### src/rtl/snr_gate_if.sv
// SNR gate handshake bundle: upstream SNR sample stream, calibration
// control, and the downstream gate-state beat stream.
interface snr_gate_if #(
  parameter int SNR_WIDTH = 16
);

  logic [SNR_WIDTH-1:0] snr_db;
  logic                 snr_valid;
  logic                 snr_ready;
  logic                 recalibrate;
  logic                 quiet_period;
  logic                 voice_active;
  logic                 onset;
  logic                 gate_valid;
  logic                 gate_ready;

  // Environment side: produces samples, consumes gate beats.
  modport master (
    output snr_db, snr_valid, recalibrate, gate_ready,
    input  snr_ready, quiet_period, voice_active, onset, gate_valid
  );

  // Gate side: consumes samples, produces gate beats.
  modport slave (
    input  snr_db, snr_valid, recalibrate, gate_ready,
    output snr_ready, quiet_period, voice_active, onset, gate_valid
  );

endinterface

### src/rtl/snr_gate.sv
// SNR voice-activity gate: calibrates on the first CAL_SAMPLES accepted
// samples, then opens after ATTACK_COUNT consecutive samples at or above
// ON_DB and closes after HANG_COUNT consecutive samples below OFF_DB.
// Every accepted sample yields one output beat one cycle later.
module snr_gate #(
  parameter int SNR_WIDTH    = 16,
  parameter int CAL_SAMPLES  = 4096,
  parameter int ON_DB        = 12,
  parameter int OFF_DB       = 6,
  parameter int ATTACK_COUNT = 4,
  parameter int HANG_COUNT   = 2048
) (
  input logic       clk,
  input logic       rst_n,
  snr_gate_if.slave gate_if
);

  localparam int CAL_W  = $clog2(CAL_SAMPLES + 1);
  localparam int ATK_W  = $clog2(ATTACK_COUNT + 1);
  localparam int HANG_W = $clog2(HANG_COUNT + 1);

  localparam logic signed [SNR_WIDTH-1:0] ON_TH  = SNR_WIDTH'(ON_DB);
  localparam logic signed [SNR_WIDTH-1:0] OFF_TH = SNR_WIDTH'(OFF_DB);

  typedef enum logic [2:0] {
    CALIB,
    IDLE,
    ATTACK,
    ACTIVE,
    HANG
  } state_t;

  state_t              state_q,     state_d;
  logic [CAL_W-1:0]    calCount_q,  calCount_d;
  logic [ATK_W-1:0]    atkCount_q,  atkCount_d;
  logic [HANG_W-1:0]   hangCount_q, hangCount_d;

  logic                gateValid_q;
  logic                voiceActive_q;
  logic                onset_q;
  logic                quietPeriod_q;

  logic signed [SNR_WIDTH-1:0] sample;
  logic                        aboveOn;
  logic                        belowOff;
  logic                        snrReady;
  logic                        accept;
  logic                        advance;
  logic                        voiceNext;

  assign sample   = $signed(gate_if.snr_db);
  assign aboveOn  = (sample >= ON_TH);
  assign belowOff = (sample < OFF_TH);

  // A new sample may enter whenever the output slot is empty or draining.
  assign snrReady = !gateValid_q || gate_if.gate_ready;
  assign accept   = gate_if.snr_valid && snrReady;
  // Recalibrate swallows any sample accepted alongside it.
  assign advance  = accept && !gate_if.recalibrate;

  assign voiceNext = (state_d == ACTIVE) || (state_d == HANG);

  // Next-state and counter logic; only recalibrate or an accepted sample moves it.
  always_comb begin
    state_d     = state_q;
    calCount_d  = calCount_q;
    atkCount_d  = atkCount_q;
    hangCount_d = hangCount_q;

    if (gate_if.recalibrate) begin
      state_d     = CALIB;
      calCount_d  = '0;
      atkCount_d  = '0;
      hangCount_d = '0;
    end else if (accept) begin
      case (state_q)
        CALIB: begin
          if (calCount_q == CAL_W'(CAL_SAMPLES - 1)) begin
            state_d    = IDLE;
            calCount_d = '0;
          end else begin
            calCount_d = calCount_q + CAL_W'(1);
          end
        end
        IDLE: begin
          if (aboveOn) begin
            if (ATTACK_COUNT == 1) begin
              state_d = ACTIVE;
            end else begin
              state_d    = ATTACK;
              atkCount_d = ATK_W'(1);
            end
          end
        end
        ATTACK: begin
          if (aboveOn) begin
            if (atkCount_q == ATK_W'(ATTACK_COUNT - 1)) begin
              state_d    = ACTIVE;
              atkCount_d = '0;
            end else begin
              atkCount_d = atkCount_q + ATK_W'(1);
            end
          end else begin
            state_d    = IDLE;
            atkCount_d = '0;
          end
        end
        ACTIVE: begin
          if (belowOff) begin
            if (HANG_COUNT == 1) begin
              state_d = IDLE;
            end else begin
              state_d     = HANG;
              hangCount_d = HANG_W'(1);
            end
          end
        end
        HANG: begin
          if (!belowOff) begin
            state_d     = ACTIVE;
            hangCount_d = '0;
          end else if (hangCount_q == HANG_W'(HANG_COUNT - 1)) begin
            state_d     = IDLE;
            hangCount_d = '0;
          end else begin
            hangCount_d = hangCount_q + HANG_W'(1);
          end
        end
        default: begin
          state_d     = CALIB;
          calCount_d  = '0;
          atkCount_d  = '0;
          hangCount_d = '0;
        end
      endcase
    end
  end

  // State and counter registers; quiet_period is a registered decode of CALIB.
  always_ff @(posedge clk or negedge rst_n) begin
    if (!rst_n) begin
      state_q       <= CALIB;
      calCount_q    <= '0;
      atkCount_q    <= '0;
      hangCount_q   <= '0;
      quietPeriod_q <= 1'b1;
    end else begin
      state_q       <= state_d;
      calCount_q    <= calCount_d;
      atkCount_q    <= atkCount_d;
      hangCount_q   <= hangCount_d;
      quietPeriod_q <= (state_d == CALIB);
    end
  end

  // Output beat register: load on an accepted sample, hold until taken.
  always_ff @(posedge clk or negedge rst_n) begin
    if (!rst_n) begin
      gateValid_q   <= 1'b0;
      voiceActive_q <= 1'b0;
      onset_q       <= 1'b0;
    end else if (advance) begin
      gateValid_q   <= 1'b1;
      voiceActive_q <= voiceNext;
      onset_q       <= voiceNext && !voiceActive_q;
    end else if (gate_if.gate_ready) begin
      gateValid_q   <= 1'b0;
    end
  end

  assign gate_if.snr_ready    = snrReady;
  assign gate_if.gate_valid   = gateValid_q;
  assign gate_if.voice_active = voiceActive_q;
  assign gate_if.onset        = onset_q;
  assign gate_if.quiet_period = quietPeriod_q;

endmodule

### src/flat_wrapper.sv
// flat-port wrapper written by rule: the top's interface ports become plain ports
module snr_gate_flat 
#(
  parameter int SNR_WIDTH    = 16,
  parameter int CAL_SAMPLES  = 4096,
  parameter int ON_DB        = 12,
  parameter int OFF_DB       = 6,
  parameter int ATTACK_COUNT = 4,
  parameter int HANG_COUNT   = 2048
)
  (clk, rst_n, gate_if_snr_db, gate_if_snr_valid, gate_if_recalibrate, gate_if_gate_ready, gate_if_snr_ready, gate_if_quiet_period, gate_if_voice_active, gate_if_onset, gate_if_gate_valid);
  snr_gate_if #(.SNR_WIDTH(SNR_WIDTH)) gate_if_i ();
  input logic clk;
  input logic rst_n;
  input wire logic [$bits(gate_if_i.snr_db)-1:0] gate_if_snr_db;
  input wire logic [$bits(gate_if_i.snr_valid)-1:0] gate_if_snr_valid;
  input wire logic [$bits(gate_if_i.recalibrate)-1:0] gate_if_recalibrate;
  input wire logic [$bits(gate_if_i.gate_ready)-1:0] gate_if_gate_ready;
  output wire logic [$bits(gate_if_i.snr_ready)-1:0] gate_if_snr_ready;
  output wire logic [$bits(gate_if_i.quiet_period)-1:0] gate_if_quiet_period;
  output wire logic [$bits(gate_if_i.voice_active)-1:0] gate_if_voice_active;
  output wire logic [$bits(gate_if_i.onset)-1:0] gate_if_onset;
  output wire logic [$bits(gate_if_i.gate_valid)-1:0] gate_if_gate_valid;
  assign gate_if_i.snr_db = gate_if_snr_db;
  assign gate_if_i.snr_valid = gate_if_snr_valid;
  assign gate_if_i.recalibrate = gate_if_recalibrate;
  assign gate_if_i.gate_ready = gate_if_gate_ready;
  assign gate_if_snr_ready = gate_if_i.snr_ready;
  assign gate_if_quiet_period = gate_if_i.quiet_period;
  assign gate_if_voice_active = gate_if_i.voice_active;
  assign gate_if_onset = gate_if_i.onset;
  assign gate_if_gate_valid = gate_if_i.gate_valid;
  snr_gate #(.SNR_WIDTH(SNR_WIDTH), .CAL_SAMPLES(CAL_SAMPLES), .ON_DB(ON_DB), .OFF_DB(OFF_DB), .ATTACK_COUNT(ATTACK_COUNT), .HANG_COUNT(HANG_COUNT)) u_core (.clk(clk), .rst_n(rst_n), .gate_if(gate_if_i));
endmodule
### config.mk
export PLATFORM = sky130hd
export DESIGN_NAME = snr_gate_flat
export DESIGN_NICKNAME = d
export VERILOG_FILES = /design/src/rtl/snr_gate_if.sv /design/src/rtl/snr_gate.sv /design/src/flat_wrapper.sv
export SDC_FILE = /design/constraint.sdc
export NUM_CORES = 1
export LEC_CHECK = 0
export BUFFER_PORTS_ARGS = -buffer_cell sky130_fd_sc_hd__buf_2
export CAP_MARGIN = 20
export CORE_ASPECT_RATIO = 0.5
export CORE_MARGIN = 4
export CORE_UTILIZATION = 57
export DETAILED_ROUTE_END_ITERATION = 12
export GPL_TIMING_DRIVEN = 0
export PLACE_DENSITY = 0.79
export RECOVER_POWER = 25
export SYNTH_ARGS = -nofsm -noshare
export SYNTH_HDL_FRONTEND = slang
export SYNTH_SLANG_ARGS = --single-unit
### constraint.sdc
create_clock -name clk -period 4.9 [get_ports clk]
set_clock_uncertainty 0.05 [all_clocks]
set_input_delay 0.245 -clock clk [delete_from_list [all_inputs] [get_ports clk]]
set_output_delay 0.245 -clock clk [all_outputs]
set_load 0.005 [all_outputs]
==> results summary <==
The number of nets in the finished design is between 200 and 300. In the final timing run, aggregate negative setup slack is 0 ps. In this run, post-CTS repair resized a total of 0 instances.

The maximum achievable frequency came out at 438 MHz. The detail route stage leaves a number of antenna-violating nets equal to 0. The count of antenna diodes in the layout is 0. Data on the critical path arrives at its endpoint at ~2400 ps. STA classifies the critical path endpoint as a flip-flop. The worst register-to-register path has a setup slack of 2620 ps. The number of buffers inserted by hold repair at cts is 0. The required time reported for the critical path endpoint came out at between 5000 and 6000 ps.

Setup violations remaining at the end of the flow were counted as 0. The DRC violations left is 0. Once the floorplan was initialized, standard cells occupied between 60% and 70% of the core. The checks that failed: capacitance limit, slew limit. The post-synthesis instance area is 2110 um2. The per-cell via count in the routed design came out at 5.72. The clock-pin slew on the worst setup and hold paths came out at 70 ps. Final hold analysis gives a worst-case slack of 281 ps. After the first detailed-routing iteration, the DRC count stood at 147. The startpoint of the worst register-to-register path is u_core.hangCount_q[0]. The clock latency on the worst-skew pair is between 200 and 300 ps. The number of library cell types mapped by synthesis came out at 51. CTS built an H-tree with a depth of 2. The pin count of the biggest net entering global routing came out at 36.

In this run the critical register-to-register path is captured at u_core.gate_if.onset. The synthesized flop and latch total is 35. The overall fraction of global-route tracks in use is 21.5%. The post-detailed-route wirelength per cell came out at between 10 and 15 um. Of all cell types, the one taking the most synthesized area is dfrtp_1.

For this run, the number of Yosys warnings is 0. The worst hold path begins at gate_if_gate_ready. The floorplan step set the die height to 51.0 um. The critical path is of the reg2reg type.

The global-route wire length before repair came out at 8000 um. The number of iterations in the first detailed-routing pass came out at 4. The mean area per synthesized cell is 9.12 um2.

The final critical-path setup slack came out at 2620 ps. The clock period minus final worst setup slack is 2280 ps. The floorplan step defined a core boundary enclosing 3490 um2. The number of buffers added on ports is 23. At the pin with the least slew margin, the transition time is about 1900 ps. The sequential-to-total area share from yosys stat is 41.6%. The startpoint kind of the worst setup timing path is a flip-flop.

The leading register cell type out of synthesis is dfrtp_1. The initial antenna violation count came out at 0. The tightest min-delay check is of the in2reg type.

For hold timing, the worst endpoint is u_core.gate_if.gate_valid. Setup repair after global routing left no endpoint under its margin. The clock net in this run drives a total of 35 sinks. The number of synthesized flops with an enable pin is 0. The share of flip-flops with an asynchronous set or reset after synthesis came out at 100%. TritonCTS built the clock tree.

The library cells used most frequently in the layout, excluding fill and tap cells, are dfrtp_1, nor2_1, buf_2. The number of nets in the synthesized netlist came out at 255. The cell sitting at the root of the clock tree is a clkbuf_8.

The cell count after synthesis came out at 231. The logic depth of the worst register-to-register path is 8. The largest fanout on the critical path is 5.

The sum of routed wire length over all layers is 4450 um. The layout overhead on the synthesized area is 13.1%. In this run the deepest clock path goes through 2 buffers.

The flow ran to the end, but the final reports show violations. The number of ports placed on the die boundary came out at 26. The final hold violation count came out at 0. The total leakage power came out at 1.03 nW.

The count of standard-cell rows is 15. The overall die width came out at roughly 94 um. The share of cells above drive strength 1 is approximately a fifth. The number of global-route vias before repair came out at 1764. The number of clock buffers added by TritonCTS is 5. Counting instances, the worst hold path has a depth of 4.

Before CTS, the worst setup slack after placement is 2620 ps. The final number of max-transition violations was 36. The placed wire-length estimate after detailed placement came out at 3360 um. The share of the synthesized area in the top cell type came out at 40.4%. The headroom to the max-slew limit is -24.2%. Power spread over the standard cell area amounts to 241 nW/um2. Ranked by total cell area, the synthesized netlist is headed by dfrtp_1, nor2_1, o21ai_0.

In the finished design, the share of the clock period the worst path needs comes to roughly 47%. The library cell used most frequently in the layout, excluding fill and tap cells, is dfrtp_1. The post-CTS setup buffer count is 0. The max capacitance violation total came out at 1. The routability congestion estimate from global placement came out at 0.865.

The worst-case vdd ir drop is 0.000182 V. The number of vias after detailed routing is 1791. The number of fill cells in the layout is 282.

The area of the die came out at 4790 um2. For this run the aggregate overflow at the end of global routing stands at 0.
how the worst max path moves through the flow:
stage / end / cells after the start / from / slack (ps)
final: u_core.gate_if.onset / 8 / u_core.hangCount_q[0] / 2620
after global routing: u_core.gate_if.onset / 8 / u_core.hangCount_q[0] / 2430
after detailed placement: u_core.gate_if.onset / 8 / u_core.hangCount_q[0] / 2620
after global placement: u_core.gate_if.onset / 8 / u_core.hangCount_q[0] / 2680
after CTS: u_core.gate_if.onset / 8 / u_core.hangCount_q[0] / 2610
after floorplan: u_core.gate_if.onset / 8 / u_core.hangCount_q[0] / 2860
state kept, by name, indices dropped and copies added, names as in the netlist:
signal,cells
u_core.atkCount_q,3
u_core.calCount_q,13
u_core.gate_if.gate_valid,1
u_core.gate_if.onset,1
u_core.gate_if.quiet_period,1
u_core.gate_if.voice_active,1
u_core.hangCount_q,12
u_core.state_q,3
critical path: stages, from the launching register on:
cell and delay, ps:
dfrtp_1 400, ha_1 240, nand2_1 130, nor4_4 400, nor3_4 90, a221oi_1 210
a21oi_1 130, mux2_4 340, o41ai_2 200
metrics by stage:
stage	power [mW]	instances	instance area, um2	utilization [%]
after global routing	0.600	313	2380	68.3
final	0.574	313	2380	68.3
after detailed placement	0.356	305	2290	65.5
after floorplan	0.330	231	2110	-
after global placement	0.354	305	2290	65.5
after CTS	0.578	313	2380	68.3
cells by family (layout without fill, tap and decap cells):
| family | Yosys count | after routing | synth area share [%] |
|---|---|---|---|
| and+or+nand+nor | 112 | 112 | 30.8 |
| xor gates and xnor gates | 12 | 12 | 4.99 |
| AOI/OAI and AO/OA | 48 | 48 | 14.7 |
| muxes | 4 | 4 | 2.26 |
| DFF | 35 | 35 | 41.6 |
| buffers and inverters | 17 | 48 | 3.92 |
| adders and majority gates | 3 | 3 | 1.78 |
synth_stat cells (5+ instances only):
library cell   n
nor2_1        27
nand3_1       13
nor3_1         6
xnor2_1        5
nand4_1        6
a21oi_1        9
inv_1          7
o21ai_0       20
xor2_1         7
dfrtp_1       34
nand2_1       22
nand2b_1       8
o31ai_1        5
report_power, final:
part | internal, mW | total [mW] | switching [mW]
Clock | 0.115 | 0.223 | 0.109
Combinational | 0.0179 | 0.0512 | 0.0332
Sequential | 0.294 | 0.299 | 0.00475
Total | 0.427 | 0.574 | 0.147
per-layer routing:
layer / global-route usage (%) / share of wire [%] / vias up
li1: - / - / 885
met1: 26.5 / 44 / 858
met2: 36.1 / 49 / 39
met3: 5.74 / 4.6 / 9
met4: 9.11 / 1.6 / 0
met5: 0 / 0 / -
cell type report:
class                   count  area, um2  area share (%)
multi-input cells         179       1150            48.1
flip-flops and latches     35        877            36.8
repair buffers             23        114            4.78
plain buffers               9       52.6            2.20
well taps                  51       63.8            2.68
clock inverters             2       16.3           0.682
inverters                   8       30.0            1.26
clock buffers               6       82.6            3.46
Note: power is estimated with default switching activity, not from simulation.
